$ cat src/rtl/seq_chunk_adder_pkg.sv
// ---------------------------------------------------------------------------
// seq_chunk_adder_pkg
//   Shared definitions for the multi-cycle chunked ripple adder:
//   - state_t    : FSM state encoding (IDLE / RUN / DONE)
//   - clog2_min1 : ceiling log2 with a floor of one bit, used to size the
//                  chunk counter and the sum part-select index.
// ---------------------------------------------------------------------------
package seq_chunk_adder_pkg;

  typedef enum logic [1:0] {
    S_IDLE = 2'd0,
    S_RUN  = 2'd1,
    S_DONE = 2'd2
  } state_t;

  // Returns ceil(log2(value)), never less than 1, so a counter for a single
  // chunk still has a legal one-bit vector.
  function automatic int clog2_min1(input int value);
    int bits;
    bits = 0;
    while ((1 << bits) < value) bits++;
    return (bits < 1) ? 1 : bits;
  endfunction

endpackage

$ cat src/rtl/seq_chunk_adder_chunk.sv
// ---------------------------------------------------------------------------
// full_adder
//   One-bit full adder cell.
//   Ports: a, b, c_in -> s (sum bit), c_out (carry out).
//
// chunk_ripple_adder #(CHUNK)
//   CHUNK-bit ripple adder built as a generate chain of full_adder cells.
//   Ports: a[CHUNK-1:0], b[CHUNK-1:0], c_in -> s[CHUNK-1:0], c_out (carry out
//   of the top bit), c_msb (carry into the top bit, used for signed overflow).
// ---------------------------------------------------------------------------
module full_adder (
  input  logic a,
  input  logic b,
  input  logic c_in,
  output logic s,
  output logic c_out
);

  assign s     = a ^ b ^ c_in;
  assign c_out = (a & b) | (c_in & (a ^ b));

endmodule

module chunk_ripple_adder #(
  parameter int CHUNK = 2
) (
  input  logic [CHUNK-1:0] a,
  input  logic [CHUNK-1:0] b,
  input  logic             c_in,
  output logic [CHUNK-1:0] s,
  output logic             c_out,
  output logic             c_msb
);

  // carry[i] is the carry into bit i; carry[CHUNK] leaves the chunk.
  logic [CHUNK:0] carry;

  assign carry[0] = c_in;

  for (genvar i = 0; i < CHUNK; i++) begin : g_bit
    full_adder u_fa (
      .a     (a[i]),
      .b     (b[i]),
      .c_in  (carry[i]),
      .s     (s[i]),
      .c_out (carry[i+1])
    );
  end

  assign c_out = carry[CHUNK];
  assign c_msb = carry[CHUNK-1];

endmodule

$ cat src/rtl/seq_chunk_adder.sv
// ---------------------------------------------------------------------------
// seq_chunk_adder #(WIDTH, CHUNK)
//   Multi-cycle ripple adder computing in_1 + in_2 + c_in, CHUNK bits per
//   clock, so the combinational carry chain is only CHUNK bits long. The
//   carry between chunks lives in a register. WIDTH must be a multiple of
//   CHUNK; NCHUNK = WIDTH/CHUNK cycles are spent in RUN per operation.
//
// Ports:
//   clk       clock, rising edge
//   rst_n     asynchronous active-low reset
//   start     request, honoured only in IDLE or DONE
//   in_1      operand A, captured on the accepting edge
//   in_2      operand B, captured on the accepting edge
//   c_in      carry in, captured on the accepting edge
//   busy      high while the FSM is in RUN
//   done      one-cycle pulse, result valid
//   sum       WIDTH-bit result
//   c_out     carry out of bit WIDTH-1
//   overflow  signed overflow (carry into MSB xor carry out of MSB)
// ---------------------------------------------------------------------------
module seq_chunk_adder
  import seq_chunk_adder_pkg::*;
#(
  parameter int WIDTH = 8,
  parameter int CHUNK = 2
) (
  input  logic             clk,
  input  logic             rst_n,
  input  logic             start,
  input  logic [WIDTH-1:0] in_1,
  input  logic [WIDTH-1:0] in_2,
  input  logic             c_in,
  output logic             busy,
  output logic             done,
  output logic [WIDTH-1:0] sum,
  output logic             c_out,
  output logic             overflow
);

  localparam int NCHUNK = WIDTH / CHUNK;
  localparam int CNT_W  = clog2_min1(NCHUNK);
  localparam int IDX_W  = clog2_min1(WIDTH);
  localparam logic [CNT_W-1:0] LAST = CNT_W'(NCHUNK - 1);

  state_t           state;
  state_t           state_next;
  logic [WIDTH-1:0] op_a;
  logic [WIDTH-1:0] op_b;
  logic             carry;
  logic [CNT_W-1:0] count;
  logic [IDX_W-1:0] base;
  logic [CHUNK-1:0] a_chunk;
  logic [CHUNK-1:0] b_chunk;
  logic [CHUNK-1:0] s_chunk;
  logic             chunk_c_out;
  logic             chunk_c_msb;
  logic             accept;

  // A new request is taken from IDLE, or straight out of DONE so that
  // back-to-back operations lose no cycle.
  assign accept = start && ((state == S_IDLE) || (state == S_DONE));

  // Bit offset of the chunk currently being added; the same offset selects
  // the operand slices and the destination slice of sum.
  assign base    = IDX_W'(int'(count) * CHUNK);
  assign a_chunk = op_a[base +: CHUNK];
  assign b_chunk = op_b[base +: CHUNK];

  chunk_ripple_adder #(
    .CHUNK (CHUNK)
  ) u_chunk (
    .a     (a_chunk),
    .b     (b_chunk),
    .c_in  (carry),
    .s     (s_chunk),
    .c_out (chunk_c_out),
    .c_msb (chunk_c_msb)
  );

  // State register plus datapath registers. On acceptance the operands and
  // carry are latched and the result is cleared; in RUN one chunk is written
  // per edge, and the final chunk also produces c_out and overflow. The
  // counter holds at its last value rather than wrapping.
  always_ff @(posedge clk or negedge rst_n) begin
    if (!rst_n) begin
      state    <= S_IDLE;
      op_a     <= '0;
      op_b     <= '0;
      carry    <= 1'b0;
      count    <= '0;
      sum      <= '0;
      c_out    <= 1'b0;
      overflow <= 1'b0;
    end else begin
      state <= state_next;
      if (accept) begin
        op_a  <= in_1;
        op_b  <= in_2;
        carry <= c_in;
        count <= '0;
        sum   <= '0;
      end else if (state == S_RUN) begin
        sum[base +: CHUNK] <= s_chunk;
        carry              <= chunk_c_out;
        if (count == LAST) begin
          c_out    <= chunk_c_out;
          overflow <= chunk_c_out ^ chunk_c_msb;
        end else begin
          count <= count + 1'b1;
        end
      end
    end
  end

  // Next-state logic and state decodes for busy/done.
  always_comb begin
    state_next = state;
    busy       = 1'b0;
    done       = 1'b0;
    unique case (state)
      S_IDLE: begin
        if (start) state_next = S_RUN;
      end
      S_RUN: begin
        busy = 1'b1;
        if (count == LAST) state_next = S_DONE;
      end
      S_DONE: begin
        done       = 1'b1;
        state_next = start ? S_RUN : S_IDLE;
      end
      default: state_next = S_IDLE;
    endcase
  end

endmodule

$ cat config.mk
export PLATFORM = sky130hd
export DESIGN_NAME = seq_chunk_adder
export DESIGN_NICKNAME = d
export VERILOG_FILES = /design/src/rtl/seq_chunk_adder_pkg.sv /design/src/rtl/seq_chunk_adder_chunk.sv /design/src/rtl/seq_chunk_adder.sv
export SDC_FILE = /design/constraint.sdc
export NUM_CORES = 1
export LEC_CHECK = 0
export ABC_CLOCK_PERIOD_IN_PS = 2610
export CORE_MARGIN = 1
export CORE_UTILIZATION = 45
export CTS_CLUSTER_SIZE = 40
export DETAILED_ROUTE_END_ITERATION = 8
export PLACE_DENSITY_LB_ADDON = 0.2
export SLEW_MARGIN = 20
export SYNTH_ARGS = -nofsm -noshare
export SYNTH_HDL_FRONTEND = slang
export SYNTH_SLANG_ARGS = --single-unit
$ cat constraint.sdc
create_clock -name clk -period 2.61 [get_ports clk]
set_input_delay 0.522 -clock clk [delete_from_list [all_inputs] [get_ports clk]]
set_output_delay 0.522 -clock clk [all_outputs]
set_load 0.02 [all_outputs]
### Yosys cells after proc, flatten, opt, wreduce, memory -nomap -nowiden

Cells that the tools add are included.

| word-level totals | value |
|---|---|
| input bits | 20 |
| register bits after elaboration | 31 |

| cells by class | value |
|---|---|
| equal/unequal tests | 6 |
| bitwise operators | 12 |
| shift-type cells | 4 |
| reduce and logical (&&, ||, !) cells | 7 |
| multiplexer cells | 14 |
| add/sub/neg operators | 2 |

Operators with widths:

| kind | count |
|---|---|
| 2-to-1 mux 8 bit | 2 |
| variable part select 8 x 4 -> 2 bit | 2 |
| 2-to-1 mux 2 bit | 5 |
| bitwise mux 8 bit | 1 |
| variable shift 2 x 5 -> 8 bit (first input constant) | 1 |
| variable part select 2 x 5 -> 8 bit | 1 |
| case mux 2 bit (3 select lines) | 1 |
| 2-to-1 mux 1 bit | 5 |
| negator 3 -> 5 bit | 1 |
| bitwise XOR 1 bit | 5 |
| AND 1 bit | 4 |
| equality test 2 bit (second input constant) | 2 |
| inequality test 2 bit (second input constant) | 2 |
| AND reduction 2 bit | 2 |
| AND reduction 3 bit | 1 |
| adder 2 x 1 -> 2 bit (second input constant) | 1 |
| equality test 2 x 1 -> 1 bit (second input constant) | 1 |
| zero test 2 bit | 1 |
| inequality test 2 x 1 -> 1 bit (second input constant) | 1 |
| OR 1 bit | 2 |
| nonzero test 2 bit | 1 |
| logical AND 1 bit | 1 |
| logical OR 1 bit | 1 |
| NOT 1 bit | 1 |

### Depth between registers and ports, before layout

| logic depth | value |
|---|---|
| word-level depth | 9 |
| mapped depth | 6 |
| gate-level depth less buffers | 5 |

### Hierarchy

From an unflattened synthesis, not the netlist that was laid out.

| second synthesis, totals | value |
|---|---|
| cells, all modules | 147 |
| area total of the unflattened synthesis | 1,524.0 sq um |

Modules (own cells, without submodules):

| module | sequential area each (sq um) | cells an instance | area each (sq um) | times used |
|---|---|---|---|---|
| seq_chunk_adder | 775.7 | 145 | 1,483.9 | 1 |
| full_adder | 0.0 | 1 | 20.0 | 2 |

### Worst setup path after synthesis

No wires, ideal clock.

| timing | value |
|---|---|
| path type | register -> register |
| from | register count[0] |
| to | register sum[5] |
| arrival | 2,338 ps |
| cell stages (with the launch flop) | 7 |
| period minus slack after synthesis | 2,448 ps |
| setup slack | 162 ps |
| cell sequence | dfrtp_1 -> buf_6 -> mux4_2 -> fa_1 -> fa_1 -> nand2_1 -> o41ai_1 |

| on the way | value |
|---|---|
| word-level cells in the longest chain between the ends | 9 |
| elaborated cells between the ends (all ways) | 15 |
| those cells by class | add/sub (1); shift (4); mux (3); bitwise (7) |

Ends and longest elaborated chain:

| element | RTL line | RTL |
|---|---|---|
| from (decl) | seq_chunk_adder.sv:50 | `logic [CNT_W-1:0] count;` |
| from (signal assigned) | seq_chunk_adder.sv:109 | `count <= count + 1'b1;` |
| variable part select 8 x 4 -> 2 bit (on tied branches) | seq_chunk_adder.sv:66, seq_chunk_adder.sv:67 |  |
| bitwise XOR 1 bit | seq_chunk_adder_chunk.sv:19, seq_chunk_adder_chunk.sv:20 |  |
| AND 1 bit | seq_chunk_adder_chunk.sv:20 | `assign c_out = (a & b) \| (c_in & (a ^ b));` |
| OR 1 bit | seq_chunk_adder_chunk.sv:20 |  |
| bitwise XOR 1 bit | seq_chunk_adder_chunk.sv:19 | `assign s = a ^ b ^ c_in;` |
| variable part select 2 x 5 -> 8 bit | seq_chunk_adder.sv:103 | `sum[base +: CHUNK] <= s_chunk;` |
| bitwise mux 8 bit (*) | seq_chunk_adder.sv:103 |  |
| 2-to-1 mux 8 bit (*) | seq_chunk_adder.sv:102 | `end else if (state == S_RUN) begin` |
| 2-to-1 mux 8 bit (*) | seq_chunk_adder.sv:96 | `if (accept) begin` |
| to (signal, indexed assignment) | seq_chunk_adder.sv:103 |  |
| to (decl) | seq_chunk_adder.sv:35 | `output logic [WIDTH-1:0] sum,` |

Every way passes the cells marked *; elsewhere a longest branch is shown, timed or not. The select of a mux whose other input is x is not followed.
A chain may end at the register's enable or synchronous reset.

### Worst setup path in the final report

Ends and elaborated chain as after synthesis.

==> metrics <==
status=completed; H-tree depth=2; Post-layout nets=about 210; FILL cells=a little under 300; core area=between 3000 and 4000 µm²; first-pass GRT wire length=4.795 mm; slowest stage cell, crit path=fa_1; maxcap violations=0; CTS max path bufs=2; cts bufs inserted=5; Synthesized Nets=around 180; Seq/Total Area, Yosys=51.50%; critical path depth=5; Setup Skew=0.008545 ns; Tot GR Track Use=18.66%; number of global-route vias before repair=roughly 1,100; measured slew at the worst slew-check pin=0.3816 ns; CP dominant cell by count=fa_1; Power, Total=between 0.002 and 0.0025 W; Seq cells post-synth=31; Final period util=between 90% and 100%; Die Ht=around 60 µm; Power Density=1199 nW/µm²; placer's final routability congestion estimate=between 0.7 and 0.8; # IOs=32; final hold violations=0; Syn Std Cell Area=1506 µm²; endpoints failing setup=0; final antenna-violating net count=0; Worst EP arrival=2.64 ns; I/O Buffers=31; Setup TNS Final=0 ns; Pleak=just under 0.9 nW; Period minus WS final=2.422 ns; total wire length=between 2 and 3 mm; crit path capture type=flop; die width=~60 µm; Critical R2R Capture=sum[5]; RSZ-0062 raised after global routing=no; Synth top area share=about half; # rows=20; most common cell in the synthesized netlist=nand2_1; pre-CTS setup slack=about 0.11 ns; worst path buffer plus inverter count=0; maximum fanout along the worst path=4; post-placement cell area=~1800 µm²; drt pass-1 iters=4; initial antenna violation count=0; Inserted Diodes=0; Synth Instances=149; Max stage delay on crit path=0.58 ns; relative slew slack=between 70% and 80%; post-synth cell types=26; Area Overhead vs Synth=25.83%; CP Launch Type=flop; initial core utilization=approximately half; commonest cells in the netlist=59 x nand2_1, 31 x dfrtp_1, 8 x nand3_1; Max Fclk=around 0.41 GHz; via density per instance=4.987; cts hold-fix bufs=0; CTS Root Cell=clkbuf_4; CTS tree=yes; synthesized area per cell=10.11 µm²; Sink Count=31; DIE AREA=3583 µm²; WL per Instance=12.13 µm; Setup Fix Bufs, Post-CTS=0; GRT Residual Overflow=0; DP HPWL=just over 2 mm; Async S/R FF share, synth=100.0%; met2 Track Usage GR=30.16%; worst setup path category=flop to flop; top cells by area, synth=dfrtp_1 51%, nand2_1 15%, mux4_2 4.5%, ha_1 3.3%, fa_1 2.7%; Worst setup endpoint=sum[5]; VDD IR max=between 0.5 and 0.6 mV; GR Util met1=23.41%; CP Data Required Time=~2.8 ns; design area=around 1900 µm²; vias=~1,100; layout cells sized above 1=9.140%; crit-path leading delay family=adder cells; Post-synth top flop=dfrtp_1; number of synthesized flops with an enable pin=0; Residual DRC=0; PnR worst setup slack=0.1876 ns; clock transition at the registers of the reported paths=approximately 0.090 ns; worst skew pair latency=between 0.3 and 0.4 ns; DR iter-0 viols=between 40 and 50; largest area contributor in the netlist=dfrtp_1; CP Cell Sequence=mux4_2 > fa_1 > fa_1 > nand2_1 > o41ai_1; post-CTS resize count=0; final core occ=between 60 and 70%; R2R Path Start=count[0]; cells on worst reg2reg path=5; largest net degree at the start of global routing=32; worst reg2reg setup slack=0.19 ns; HP Class=flop to flop; met3 usage=a little over 5%; yosys synthesis warning count=0; worst setup path start=count[0]; max-slew violation count=0; Most Used Layer, Global Route=met2
-- metrics by stage --
step / instances / hold WS, ns
6_report: 230 / 0.4782
5_1_grt: 230 / 0.5135
4_1_cts: 230 / 0.4814
3_5_place_dp: 222 / 0.4584
3_3_place_gp: 222 / 0.4531
2_1_floorplan: 149 / 0.2264
-- cell usage in the layout (no fill, tap or decap), types with 3 or more instances in the layout --
cell type / Yosys / routed
buf_4: 4 / 5
clkbuf_4: 0 / 5
clkdlybuf4s50_1: 0 / 31
dfrtp_1: 31 / 31
ha_1: 4 / 4
inv_1: 4 / 4
mux4_2: 3 / 3
nand2_1: 59 / 59
nand3_1: 8 / 8
nand3b_1: 4 / 4
nor2b_1: 3 / 3
o21ai_0: 6 / 6
-- per-layer routing --
metal  wire length (µm)  share of wire (%)
met4                 46                1.6
met2               1368                 49
met3                137                4.9
met1               1237                 44
met5                  0                  0
-- cell families after synthesis --
logic type,synth area share (%)
muxes,6.977
buffers and inverters,5.232
DFF,51.49
AOI/OAI and AO/OA,4.984
adders and majority gates,5.980
and+or+nand+nor,24.75
xor gates and xnor gates,0.5815
-- report_power, final --
group / total (W) / switching [W] / internal (W)
Clock: 0.000258 / 0.000153 / 0.000105
Combinational: 0.00118 / 0.000631 / 0.000553
Sequential: 0.000831 / 0.000150 / 0.000680
Total: 0.00227 / 0.000935 / 0.00134
-- worst reg2reg max path: cells and delay by family, from the launching register on --
family | cells | cell delay (ns)
DFF | 1 | 0.42
adders and majority gates | 2 | 1.03
AOI/OAI and AO/OA | 1 | 0.26
muxes | 1 | 0.53
and+or+nand+nor | 1 | 0.07
-- worst min path at each step --
stage | start | cells after the start | endpoint
CTS | op_b[3] | 2 | op_b[3]
detailed placement | op_b[3] | 2 | op_b[3]
floorplan | rst_n | 0 | c_out
global route | op_a[5] | 2 | op_a[5]
global placement | op_b[1] | 2 | op_b[1]
finish | op_b[3] | 2 | op_b[3]
-- cell type report --
class                      count  area (µm²)  share of cell area (%)
sequential                    31       775.7                   40.92
multi-input combinational    107       651.9                   34.39
timing repair buffer          36       347.8                   18.35
tap                           44       55.05                   2.904
clock buffer                   7       45.04                   2.376
inverter                       4       15.01                  0.7921
clock inverter                 1       5.005                  0.2640
-- flip-flops by register name, indices dropped and copies added, names as in the netlist --
signal    count
op_a          8
op_b          8
sum           8
count         2
state         2
c_out         1
carry         1
overflow      1
No activity file was read; power rests on OpenSTA's default activity.
